$ cat config.mk
export PLATFORM = sky130hd
export DESIGN_NAME = fifo_write_arbiter
export DESIGN_NICKNAME = d
export VERILOG_FILES = /design/src/rtl/fifo_write_arbiter.sv
export SDC_FILE = /design/constraint.sdc
export NUM_CORES = 1
export LEC_CHECK = 0
export ABC_AREA = 1
export CAP_MARGIN = 5
export CELL_PAD_IN_SITES_DETAIL_PLACEMENT = 2
export CELL_PAD_IN_SITES_GLOBAL_PLACEMENT = 2
export CORE_MARGIN = 8
export CORE_UTILIZATION = 20
export CTS_CLUSTER_DIAMETER = 60
export DETAILED_ROUTE_END_ITERATION = 16
export PLACE_DENSITY_LB_ADDON = 0.1
export SETUP_SLACK_MARGIN = 0.2
export SLEW_MARGIN = 20
export SYNTH_ARGS = -nofsm -noshare
export SYNTH_HDL_FRONTEND = slang
export SYNTH_SLANG_ARGS = --single-unit
$ cat constraint.sdc
create_clock -name clk -period 2.6 [get_ports clk]
set_input_delay 0.52 -clock clk [delete_from_list [all_inputs] [get_ports clk]]
set_output_delay 0.52 -clock clk [all_outputs]
set_load 0.03 [all_outputs]
$ cat src/rtl/fifo_write_arbiter.sv
// Round-robin write arbiter: grants one requester at a time a burst of up to
// BURST_LEN words into a single FIFO write port.
//
// state    | meaning
// ---------+-------------------------------------------------------------
// ST_IDLE  | no grant held; picks next requester round-robin if any valid
// ST_BURST | grant held; words move while valid and FIFO not full
module fifo_write_arbiter #(
   parameter int DATA_WIDTH = 8,
   parameter int NUM_REQ    = 4,
   parameter int BURST_LEN  = 16
) (
   input  logic                          clk,
   input  logic                          resetn,
   input  logic [NUM_REQ-1:0]            valid_in,
   input  logic [NUM_REQ*DATA_WIDTH-1:0] data_in,
   output logic [NUM_REQ-1:0]            ready_out,
   output logic [DATA_WIDTH-1:0]         fifo_data,
   output logic                          fifo_req,
   input  logic                          fifo_full,
   output logic [2:0]                    grant_id,
   output logic                          busy
);

   typedef enum logic {
      ST_IDLE  = 1'b0,
      ST_BURST = 1'b1
   } state_t;

   localparam logic [2:0] LAST_GRANT_RST = 3'(NUM_REQ - 1);
   localparam logic [7:0] COUNT_TC       = 8'(BURST_LEN - 1);

   state_t                r_state;
   state_t                w_state_nxt;
   logic [2:0]            r_grant_id;
   logic [2:0]            w_grant_nxt;
   logic [2:0]            r_last_grant;
   logic [2:0]            w_last_nxt;
   logic [7:0]            r_count;
   logic [7:0]            w_count_nxt;

   logic [2:0]            w_sel;
   logic                  w_sel_found;
   logic                  w_gvalid;
   logic [DATA_WIDTH-1:0] w_gdata;
   logic                  w_busy;
   logic                  w_xfer;
   logic                  w_last_word;

   // Round-robin pick: first valid requester after last_grant, wrapping.
   always_comb begin
      w_sel       = '0;
      w_sel_found = 1'b0;
      for (int k = 1; k <= NUM_REQ; k++) begin
         for (int i = 0; i < NUM_REQ; i++) begin
            if (!w_sel_found && valid_in[i] &&
                ((int'(r_last_grant) + k) % NUM_REQ == i)) begin
               w_sel_found = 1'b1;
               w_sel       = 3'(i);
            end
         end
      end
   end

   always_comb begin
      w_gvalid = 1'b0;
      w_gdata  = '0;
      for (int i = 0; i < NUM_REQ; i++) begin
         if (r_grant_id == 3'(i)) begin
            w_gvalid = valid_in[i];
            w_gdata  = data_in[i*DATA_WIDTH +: DATA_WIDTH];
         end
      end
   end

   assign w_busy      = (r_state == ST_BURST);
   assign w_xfer      = w_busy && w_gvalid && !fifo_full;
   assign w_last_word = (r_count == COUNT_TC);

   always_ff @(posedge clk) begin
      if (!resetn) begin
         r_state      <= ST_IDLE;
         r_grant_id   <= '0;
         r_last_grant <= LAST_GRANT_RST;
         r_count      <= '0;
      end else begin
         r_state      <= w_state_nxt;
         r_grant_id   <= w_grant_nxt;
         r_last_grant <= w_last_nxt;
         r_count      <= w_count_nxt;
      end
   end

   // A full FIFO only stalls; a dropped valid ends the burst without a word.
   always_comb begin
      w_state_nxt = r_state;
      w_grant_nxt = r_grant_id;
      w_last_nxt  = r_last_grant;
      w_count_nxt = r_count;
      case (r_state)
         ST_IDLE: begin
            if (w_sel_found) begin
               w_state_nxt = ST_BURST;
               w_grant_nxt = w_sel;
               w_count_nxt = '0;
            end
         end
         ST_BURST: begin
            if (!w_gvalid) begin
               w_state_nxt = ST_IDLE;
               w_last_nxt  = r_grant_id;
            end else if (w_xfer) begin
               w_count_nxt = r_count + 8'd1;
               if (w_last_word) begin
                  w_state_nxt = ST_IDLE;
                  w_last_nxt  = r_grant_id;
               end
            end
         end
         default: begin
            w_state_nxt = ST_IDLE;
         end
      endcase
   end

   always_comb begin
      ready_out = '0;
      for (int i = 0; i < NUM_REQ; i++) begin
         ready_out[i] = w_xfer && (r_grant_id == 3'(i));
      end
   end

   assign busy      = w_busy;
   assign grant_id  = r_grant_id;
   assign fifo_req  = w_xfer;
   assign fifo_data = w_busy ? w_gdata : '0;

endmodule

* Word-level counts from Yosys, hierarchy flattened *
Index checks and enable logic that the tools add are counted.

storage, ports and cells
  input bits = 39
  bits in registers = 14
  logic and storage cells = 152
  output and inout port bits = 17

operators by class
  reduce and logical (&&, ||, !) cells = 65
  mux-type cells = 52
  add/sub/neg operators = 5
  bitwise logic cells = 5
  equality and inequality tests = 21

operators with widths
  kind                   count
  $logic_not A32 Y1      4
  $mux W8                8
  $mux W3                13
  $logic_and A1 B1 Y1    37
  $mux W1                25
  $eq A3 B3 Y1 const B   8
  $eq A3 B2 Y1 const B   6
  $logic_not A1 Y1       16
  $pmux W8 S2            1
  $add A8 B1 Y8 const B  1
  $eq A8 B4 Y1 const B   1
  $mux W2                4
  $ne A2 B1 Y1 const B   4
  $reduce_or A2 Y1       4
  $reduce_and A3 Y1      2
  $add A2 B1 Y2 const B  2
  $add A2 B2 Y2 const B  2
  $and A1 B1 Y1 const A  4
  $eq A3 B1 Y1 const B   1
  $logic_not A3 Y1       1
  $ne A2 B2 Y1 const B   1
  $pmux W1 S2            1
  $reduce_and A2 Y1      1
  $not A1 Y1             1

* Depth between registers and ports, before layout *
  depth in word-level cells = 68
  gate-level depth with buffers = 14
  depth with buffers taken out = 13

* Worst setup path after synthesis *
OpenSTA, ideal clock, no wires.

  kind = flip-flop to output port
  start point = register r_grant_id[0] (netlist: grant_id[0])
  end point = output port ready_out[0]
  cell stages (with the launch flop) = 11
  arrival time = 2.140 ns
  required time = 2.080 ns
  path buffers = 0
  slack = -0.060 ns
  path through = dfxtp_1 inv_2 nor2_4 inv_2 o22ai_1 a21oi_1 o21ai_1 nand2_1 nor2_4 inv_2 nor2_1

between the ends
  longest elaborated chain between the ends = 8
  elaborated cells on any way between the ends = 11
  those cells by class = 3 x eq/ne; 4 x mux; 4 x reduce/logical

RTL lines
  element                             RTL line  RTL
  start, declared                     35        logic [2:0] r_grant_id;
  start signal, assigned              88        r_grant_id <= w_grant_nxt;
  $logic_not A3 Y1                    69        if (r_grant_id == 3'(i)) begin
  $mux W1 (3 in a row)                69
  $mux W1 *                           69
  $logic_and A1 B1 Y1 * (2 in a row)  77        assign w_xfer = w_busy && w_gvalid && !fifo_full;
  via fifo_req                        19        output logic fifo_req,
  $logic_and A1 B1 Y1 *               129       ready_out[i] = w_xfer && (r_grant_id == 3'(i));
  end, declared                       17        output logic [NUM_REQ-1:0] ready_out,

Mark *: on every way through the listed nets, which the timed path passes. The rest lies on a longest branch.

* Final worst setup path *
  start point = register r_grant_id[1] (netlist: grant_id[1])
  end point = output port ready_out[1]

between the ends
  longest elaborated chain between the ends = 8
  elaborated cells on any way between the ends = 11
  those cells by class = 3 x eq/ne; 4 x mux; 4 x reduce/logical

RTL lines
  element                           RTL line
  $logic_not A3 Y1                  69
  $mux W1 (4 in a row)              69
  $logic_and A1 B1 Y1 (2 in a row)  77
  $logic_and A1 B1 Y1 *             129

Every way passes the cells marked *; elsewhere a longest branch is shown, timed or not.

==> metrics.yaml <==
met1_length_um: 2850
async_flop_share_pct: 0
timing.fmax_mhz: 412
outcome: "finished clean"
cp_max_fo: 5
crit_path_start_kind: "flop"
crit_type: "reg2out"
fill_cells: 737
drc_errors: 0
wl_met2_um: 3110
htreeDepth: 1
hold_path.class: "reg2reg"
arrival_ns: 1.91
grt_remaining_overflow: 0
die_x_um: 93.7
cp_cell_sequence: "buf_6, nor2_4, buf_6, inv_6, o22ai_4, a21oi_2, o21ai_2, nand2_2, nor2_4, clkinv_4, nor2_4, buf_6"
clk_latency_ns: 0.25
worstPathRequired_ns: 2.08
preCtsSetupSlack_ns: -0.0270
setup_viol: 0
min_period_ns: 2.43
antennaDiodeCount: 0
yosysUniqueCellTypes: 28
wl_met3_um: 185
layout.nets: 326
grt_usage_pct: 14.4
final_cell_mix: "clkdlybuf4s50_1 (37), nand2_1 (34), buf_4 (33)"
numCtsBuffers: 3
row_count: 28
endpoint_kind: "output pin"
synth_top_area_share_pct: 21.6
ys_dominant_reg_cell: "dfxtp_1"
multi_input_area_sq_um: 877
final_common_cell: "clkdlybuf4s50_1"
synth_edf_count: 0
slowest_delay_ns: 0.33
wl_per_cell_um: 17.2
ys_warn_count: 0
yosysSeqAreaShare_pct: 21.6
critPathTopFamily: "buffers and inverters"
grt_max_degree: 14
netlist_area_sq_mm: 0.00121
powerDensity_mw_per_mm2: 578
finalHoldViolCount: 0
power_uw: 1270
syn_to_final_growth_pct: 81.9
irDropWorstVdd_mv: 0.204
die_area_sq_mm: 0.00877
cts_sinks: 13
drive_above_1_share_pct: 27.7
ys_seq_elements: 13
max-clock-path-buffers: 2
slowest_stage: "dfxtp_2"
worstMarginPinSlew_ns: 0.527
fin_ws_ns: 0.171
antenna_found_initial: 0
io_buffers: 54
netlist_top_cells_area: "dfxtp_1 (22%), nand2_1 (11%), nor2_1 (9.6%)"
ant_nets: 0
gp_congestion: 0.766
clock_skew_ns: 0.00740
max-cap-violations: 0
wirelength_um: 6190
period_share_pct: 93.4
synth_fp_nets: 238
die_h_um: 93.7
grt_pass1_wl_um: 9880
dr.pass1.iters: 6
cts-root-buf: "clkbuf_8"
ioPinCount: 56
viasPerCell: 4.63
maxSlewHeadroom_pct: 64.8
clk_pin_slew_ns: 0.07
avgSynthCellArea_sq_um: 6.09
dp_hpwl_um: 4940
core_area_sq_mm: 0.00589
p_leak_uw: 0.000942
start_util_pct: 20.5
cp_num_buf_inv: 5
drtIter0Drc: 30
routed-via-count: 1667
highest_layer: "met4"
seq_area_sq_um: 265
rsz0062_at_grt: "true"
slew_violations: 0
syn_inst: 198
grt_pass1_vias: 1848
cts_tree: "done"
yosysTopAreaCell: "dfxtp_1"
-- power by group --
group / leakage, uW / internal [uW] / switching (uW)
logic: 0.000812 / 360 / 465
registers: 0.000107 / 220 / 26.7
clock network: 0.0000228 / 109 / 87.3
-- area by class of cell --
type                    count  area share [%]
multi-input cells         152            40.0
clock buffers               4            2.05
repair buffers             87            36.1
well taps                  75            4.28
inverters                  29            5.53
flip-flops and latches     13            12.1
-- routing by layer --
metal / global-route usage [%] / up-vias
met1: 17.6 / 790
met3: 2.24 / 5
met5: 0 / -
li1: - / 841
met4: 3.96 / 0
met2: 25.3 / 31
-- per-stage QoR --
| step | TNS [ns] | hold WS [ns] | cells | utilization (%) | instance area (sq um) |
|---|---|---|---|---|---|
| floorplan | 0 | 0.455 | 198 | - | 1220 |
| global placement | -0.170 | 0.482 | 343 | 33.5 | 1970 |
| detailed placement | -0.0747 | 0.501 | 343 | 33.5 | 1970 |
| CTS | 0 | 0.512 | 354 | 35.5 | 2090 |
| global route | 0 | 0.531 | 360 | 37.3 | 2190 |
| finish | 0 | 0.511 | 360 | 37.3 | 2190 |
-- final timing paths --
| kind | start | endpoint | slack [ns] | depth (start not counted) |
|---|---|---|---|---|
| setup / recovery | grant_id[1]$_SDFFE_PN0P_ | ready_out[1] | 0.17 | 12 |
| hold / removal | r_count[5]$_SDFFE_PN0P_ | r_count[5]$_SDFFE_PN0P_ | 0.51 | 2 |
| setup reg to reg | grant_id[1]$_SDFFE_PN0P_ | r_count[6]$_SDFFE_PN0P_ | 0.43 | 15 |
| hold reg to reg | r_count[5]$_SDFFE_PN0P_ | r_count[5]$_SDFFE_PN0P_ | 0.51 | 2 |
-- repair_timing --
action,4_1_cts,5_1_grt
setup buffers,7,6
pin swaps,4,4
gates resized for setup,20,21
hold buffers,0,0
setup endpoints to repair,10,9
-- cell families (layout without fill, tap and decap cells) --
| logic type | after synthesis | in the layout | synth area share (%) |
|---|---|---|---|
| and+or+nand+nor | 106 | 106 | 43.3 |
| xor gates and xnor gates | 3 | 3 | 2.18 |
| other | 1 | 1 | 0.311 |
| AOI/OAI and AO/OA | 41 | 41 | 20.4 |
| DFF | 13 | 13 | 21.6 |
| adders and majority gates | 1 | 1 | 1.04 |
| buffers and inverters | 33 | 120 | 11.2 |
-- flip-flops by register name, indices dropped and copies added (netlist names) --
signal	cells
r_count	8
grant_id	2
r_last_grant	2
busy	1
-- worst min-delay path, delay by kind of cell (launching register included) --
family	cells	cell delay, ns
flip-flops	1	0.34
buffers and inverters	1	0.07
AO/OA/AOI/OAI	1	0.06
-- cells in the mapped netlist (all sizes together), types with 3 or more instances --
master,number
nand2,39
nor2,37
inv,28
a21oi,17
dfxtp,13
nand3,13
nand4,13
o21ai,13
a221o,5
nor3,3
o211ai,3
xor2,3
(Power assumes the default switching activity.)
